==> config.mk <==
export PLATFORM = sky130hd
export DESIGN_NAME = ro_race_counter
export DESIGN_NICKNAME = d
export VERILOG_FILES = /design/src/rtl/ro_race_pkg.sv /design/src/rtl/ro_chan_counter.sv /design/src/rtl/ro_race_counter.sv
export SDC_FILE = /design/constraint.sdc
export NUM_CORES = 1
export LEC_CHECK = 0
export CAP_MARGIN = 20
export CORE_MARGIN = 10
export CORE_UTILIZATION = 50
export CTS_CLUSTER_DIAMETER = 150
export DETAILED_ROUTE_END_ITERATION = 10
export PLACE_DENSITY = 0.69
export SYNTH_ARGS = -nofsm -noshare
export SYNTH_HDL_FRONTEND = slang
export SYNTH_SLANG_ARGS = --single-unit
==> constraint.sdc <==
create_clock -name clk -period 4.4 [get_ports clk]
set_clock_uncertainty 0.1 [all_clocks]
set_input_delay 1.32 -clock clk [delete_from_list [all_inputs] [get_ports clk]]
set_output_delay 1.32 -clock clk [all_outputs]
set_load 0.005 [all_outputs]
==> src/rtl/ro_race_pkg.sv <==
// Shared definitions for the ring-oscillator race counter.
// Holds the race FSM state type and the default parameter values
// used by ro_race_counter and ro_chan_counter.
package ro_race_pkg;

  localparam int unsigned DEF_NUM_CH = 4;
  localparam int unsigned DEF_CNT_W  = 8;
  localparam int unsigned DEF_TO_W   = 12;

  typedef enum logic [1:0] {
    IDLE = 2'd0,
    RUN  = 2'd1,
    DONE = 2'd2
  } state_t;

endpackage

==> src/rtl/ro_chan_counter.sv <==
// One race channel: event qualifier, event counter and reach flag.
// Ports:
//   clk, rst  - clock and synchronous active-high reset
//   clear     - zero the counter (accepted start)
//   run       - race is in progress; events are counted only then
//   sig       - ring-oscillator output for this channel (clk-synchronous)
//   goal      - latched event goal (never 0 while run is high)
//   reach     - this channel's qualifying event completes the goal this cycle
module ro_chan_counter
  import ro_race_pkg::*;
#(
  parameter int unsigned CNT_W     = DEF_CNT_W,
  parameter int unsigned EDGE_MODE = 0
) (
  input  logic             clk,
  input  logic             rst,
  input  logic             clear,
  input  logic             run,
  input  logic             sig,
  input  logic [CNT_W-1:0] goal,
  output logic             reach
);

  logic             sig_prev;
  logic [CNT_W-1:0] count;
  logic [CNT_W-1:0] goal_m1;
  logic             evt;

  always_comb begin
    evt     = (EDGE_MODE != 0) ? (sig & ~sig_prev) : sig;
    goal_m1 = goal - CNT_W'(1);
    reach   = run & evt & (count == goal_m1);
  end

  // sig_prev tracks the input every cycle, so a level already high
  // when the race starts does not register as an edge.
  always_ff @(posedge clk) begin
    if (rst) begin
      sig_prev <= 1'b0;
      count    <= '0;
    end else begin
      sig_prev <= sig;
      if (clear) begin
        count <= '0;
      end else if (run && evt) begin
        count <= count + CNT_W'(1);
      end
    end
  end

endmodule

==> src/rtl/ro_race_counter.sv <==
// Ring-oscillator race: NUM_CH channels count events until one reaches
// the latched goal, or a RUN-cycle timer expires.
// Ports:
//   clk, rst  - clock and synchronous active-high reset
//   start     - begin a race (accepted only in IDLE with goal != 0)
//   goal      - event count to finish, latched on accepted start
//   signal    - per-channel oscillator outputs, synchronous to clk
//   busy      - high in RUN and DONE
//   done      - one-cycle result pulse
//   winner    - lowest index among channels finishing in the deciding cycle
//   tie       - more than one channel finished in the deciding cycle
//   timeout   - race ended with no channel finishing
module ro_race_counter
  import ro_race_pkg::*;
#(
  parameter int unsigned NUM_CH    = DEF_NUM_CH,
  parameter int unsigned CNT_W     = DEF_CNT_W,
  parameter int unsigned TO_W      = DEF_TO_W,
  parameter int unsigned EDGE_MODE = 0
) (
  input  logic                      clk,
  input  logic                      rst,
  input  logic                      start,
  input  logic [CNT_W-1:0]          goal,
  input  logic [NUM_CH-1:0]         signal,
  output logic                      busy,
  output logic                      done,
  output logic [$clog2(NUM_CH)-1:0] winner,
  output logic                      tie,
  output logic                      timeout
);

  localparam int unsigned WIN_W = $clog2(NUM_CH);
  localparam int unsigned PC_W  = $clog2(NUM_CH + 1);

  state_t            state;
  logic [CNT_W-1:0]  goal_q;
  logic [TO_W-1:0]   timer;
  logic [NUM_CH-1:0] reach;
  logic              accept;
  logic              run;
  logic [WIN_W-1:0]  first;
  logic [PC_W-1:0]   hits;

  always_comb begin
    accept = (state == IDLE) && start && (goal != '0);
    run    = (state == RUN);
  end

  for (genvar g = 0; g < int'(NUM_CH); g++) begin : g_chan
    ro_chan_counter #(
      .CNT_W     (CNT_W),
      .EDGE_MODE (EDGE_MODE)
    ) u_chan (
      .clk   (clk),
      .rst   (rst),
      .clear (accept),
      .run   (run),
      .sig   (signal[g]),
      .goal  (goal_q),
      .reach (reach[g])
    );
  end

  // Lowest-index priority encoder and reach popcount in one pass.
  always_comb begin
    first = '0;
    hits  = '0;
    for (int unsigned i = 0; i < NUM_CH; i++) begin
      if (reach[i]) begin
        if (hits == '0) first = WIN_W'(i);
        hits = hits + PC_W'(1);
      end
    end
  end

  always_ff @(posedge clk) begin
    if (rst) begin
      state   <= IDLE;
      goal_q  <= '0;
      timer   <= '0;
      busy    <= 1'b0;
      done    <= 1'b0;
      winner  <= '0;
      tie     <= 1'b0;
      timeout <= 1'b0;
    end else begin
      done <= 1'b0;
      case (state)
        IDLE: begin
          if (accept) begin
            goal_q  <= goal;
            timer   <= '0;
            winner  <= '0;
            tie     <= 1'b0;
            timeout <= 1'b0;
            busy    <= 1'b1;
            state   <= RUN;
          end
        end
        RUN: begin
          timer <= timer + TO_W'(1);
          // A reach wins over a timer expiry in the same cycle.
          if (|reach) begin
            winner  <= first;
            tie     <= (hits > PC_W'(1));
            timeout <= 1'b0;
            done    <= 1'b1;
            state   <= DONE;
          end else if (&timer) begin
            winner  <= '0;
            tie     <= 1'b0;
            timeout <= 1'b1;
            done    <= 1'b1;
            state   <= DONE;
          end
        end
        DONE: begin
          busy  <= 1'b0;
          state <= IDLE;
        end
        default: begin
          busy  <= 1'b0;
          state <= IDLE;
        end
      endcase
    end
  end

endmodule

==> results by group <==
Clock network
  – TritonCTS Buffers: 9
  – Setup bufs post-CTS: 0
  – Worst-path clk slew: 0.07 ns
  – CTS Root Cell: clkbuf_8
  – Clk buf depth: 2
  – Cts hold-fix bufs: 0
  – TritonCTS Sinks: 60
  – Worst skew pair latency: 0.35 ns
  – CTS tree: yes
  – H-tree depth: 3

Routing
  – Antenna Nets Post-Route: 0
  – Wire length per cell: 14.9 um
  – Drt via density: 5.47
  – DRT Pass-1 Iters: 6
  – Via count: 3,003
  – DRC: 0
  – WL final: 8180 um
  – 1st-iter DRT viols: 203

Die
  – Rows: 30
  – Initial core utilization: 0.522
  – Die Wd: 105 um
  – Die ar.: 0.0110 mm2
  – Core Box Area: 0.00691 mm2
  – Io pins: 21
  – Die Span Y: 105 um

Placement
  – RePlAce Congestion: 0.832
  – Cell Area, Placed: 0.00385 mm2
  – Detail Placement HPWL: 6010 um
  – Port Buffers: 20
  – Inst Count DP: 533

Global route
  – Largest net degree at the start of global routing: 25
  – Vias in the first global route: 2,937
  – Overflow after GRT: 0
  – First-pass GRT wire length: 14,300 um
  – All-Layer GR Usage: 0.155
  – Initial antenna violation count: 0

Timing
  – Final Max Tran Viols: 0
  – Fmax: 0.237 GHz
  – # setup viols final: 0
  – RSZ-0062 raised after global routing: false
  – Tcrit/Tclk final: 0.957
  – TNS Setup: 0 ns
  – Minimum clock period: 4.21 ns
  – Fin. Hold Viols: 0
  – Normalized max-slew margin: 0.459
  – Worst Tran Pin Value: 0.812 ns
  – Hold slack: 0.369 ns

Synth
  – Seq/Total Area, Yosys: 0.333
  – Syn_nets: 458
  – Simple-gate share of the synthesized area: 0.268
  – Syn Std Cell Area: 0.00360 mm2
  – Synth Area in Compound Gates: 0.118
  – Synth Area in XOR/XNOR: 0.173
  – Mux contribution to synthesized area: 0.0177
  – Yosys warning total: 0
  – Synth Register Bits: 60
  – Post-synthesis cell type count: 63
  – Number of synthesized flops with an enable pin: 0
  – Post-synthesis adder-cell area fraction: 0.0347
  – Async set-or-reset flop fraction in the synthesized netlist: 0
  – Synthesized instance count: 433
  – Synth Area per Inst: 8.32 um2
  – Main combinational cell family by area after synthesis: simple AND/OR/NAND/NOR gates
  – Top_reg_cell synth: dfxtp_1

Cells and area
  – Diode count: 0
  – Layout Area Growth over Synthesis: 14.1%
  – Fillers: 666
  – Final nets: 473
  – Fin cells: 549
  – Final core utilization: 0.595
  – Share of post-route cells with drive strength above 1: 0.113
  – Most frequent cells in the layout: 62 x nor2_1, 60 x dfxtp_1, 44 x nand2_1, 36 x xor2_1, 27 x xnor2_1
  – Commonest non-fill, non-tap cell in the layout: nor2_1
  – Design Area, Final: 0.00411 mm2

Pwr
  – Peak supply drop: 0.245 mV
  – Power Dens Cells: 322 mW/mm2
  – LEAKAGE: 1.53 nW

Worst hold path
  – Hold depth: 2
  – Worst Hold Class: register to register

Setup path
  – Critical Path AT: 4.34 ns
  – Crit Path Max Fanout: 8
  – R2R depth: 14
  – Critical path startpoint category: input pin
  – CP Data Required Time: 4.53 ns
  – Crit. End Element: register
  – CP Class: input pin to register

Outcome
  – Outcome: finished, final reports clean

Flow run
  – Max_cap viols: 0
-- routing by layer --
layer	track usage	up-vias	share of wire
met2	0.253	61	0.47
met3	0.0381	10	0.057
met5	0	-	0
met4	0.0510	0	0.018
met1	0.197	1414	0.46
li1	-	1518	-
-- cell families (layout without fill, tap and decap cells) --
family          after synthesis  after routing
simple gates                191            191
xor+xnor                     67             67
compound gates               63             63
flops                        60             60
buf+inv                      36             56
fa+ha+maj                    10             10
mux                           6              6
-- state kept, by name, indices dropped and copies added (netlist names) --
register / cells
goal_q: 8
timer: 12
busy: 1
timeout: 1
winner: 2
state: 2
g_chan.u_chan.count: 32
tie: 1
done: 1
-- worst max-delay path, cell delays in order --
cell and delay (ns):
clkdlybuf4s50_1 0.48, nand3b_1 0.11, nor3_2 0.13, o21ai_1 0.09
a2111o_1 0.39, or4_4 0.54, buf_4 0.18, ha_1 0.20
inv_1 0.08, a21o_1 0.13, ha_2 0.27, nor4b_2 0.31
o31ai_1 0.11
-- layout make-up --
class	instances	area [um2]	area share
well taps	96	120	0.0292
repair buffers	32	290	0.0706
multi-input cells	337	2250	0.547
clock buffers	9	124	0.0301
inverters	8	30.0	0.00730
flip-flops and latches	60	1200	0.292
clock inverters	7	98.8	0.0240
-- synth_stat cells (all sizes together) (4+ instances only) --
| cell type | n | area [um2] |
|---|---|---|
| nand2 | 44 | 165 |
| xnor2 | 29 | 262 |
| nand3b | 4 | 30.0 |
| xor2 | 36 | 315 |
| nand4 | 16 | 100 |
| a21oi | 21 | 105 |
| nand3 | 7 | 35.0 |
| inv | 8 | 30.0 |
| and3 | 13 | 81.3 |
| nor3 | 11 | 66.3 |
| nand2b | 10 | 62.6 |
| and2 | 4 | 25.0 |
| o21ai | 8 | 40.0 |
| clkbuf | 14 | 52.6 |
| nor2 | 63 | 244 |
| nor4 | 4 | 31.3 |
| a31oi | 5 | 31.3 |
| dfxtp | 60 | 1200 |
| buf | 14 | 114 |
| ha | 10 | 125 |
-- path summary, 6_finish.rpt --
check	start	to	slack, ns
setup / recovery	signal[1]	tie	0.19
setup reg to reg	goal_q[0]	tie	0.36
hold reg to reg	winner[1]	winner[1]	0.37
hold / removal	winner[1]	winner[1]	0.37
-- metrics by stage --
step                      power, mW  worst slack, ns
after floorplan               0.732            0.327
after CTS                      1.33          0.00693
final                          1.32            0.189
after global routing           1.38          0.00107
after detailed placement      0.775           -0.338
after global placement        0.772           -0.149
-- report_power, final --
group	total [mW]	leakage (nW)	switching, mW	internal (mW)
logic	0.196	0.931	0.103	0.0927
clock network	0.556	0.110	0.234	0.322
registers	0.571	0.485	0.0187	0.552
-- what timing repair did --
item                                    4_1_cts  5_1_grt
endpoints found under the hold margin         0        0
pin swaps                                     1        3
endpoints found under the setup margin        1        2
gates resized for setup                       2        8
(Power assumes the default switching activity.)
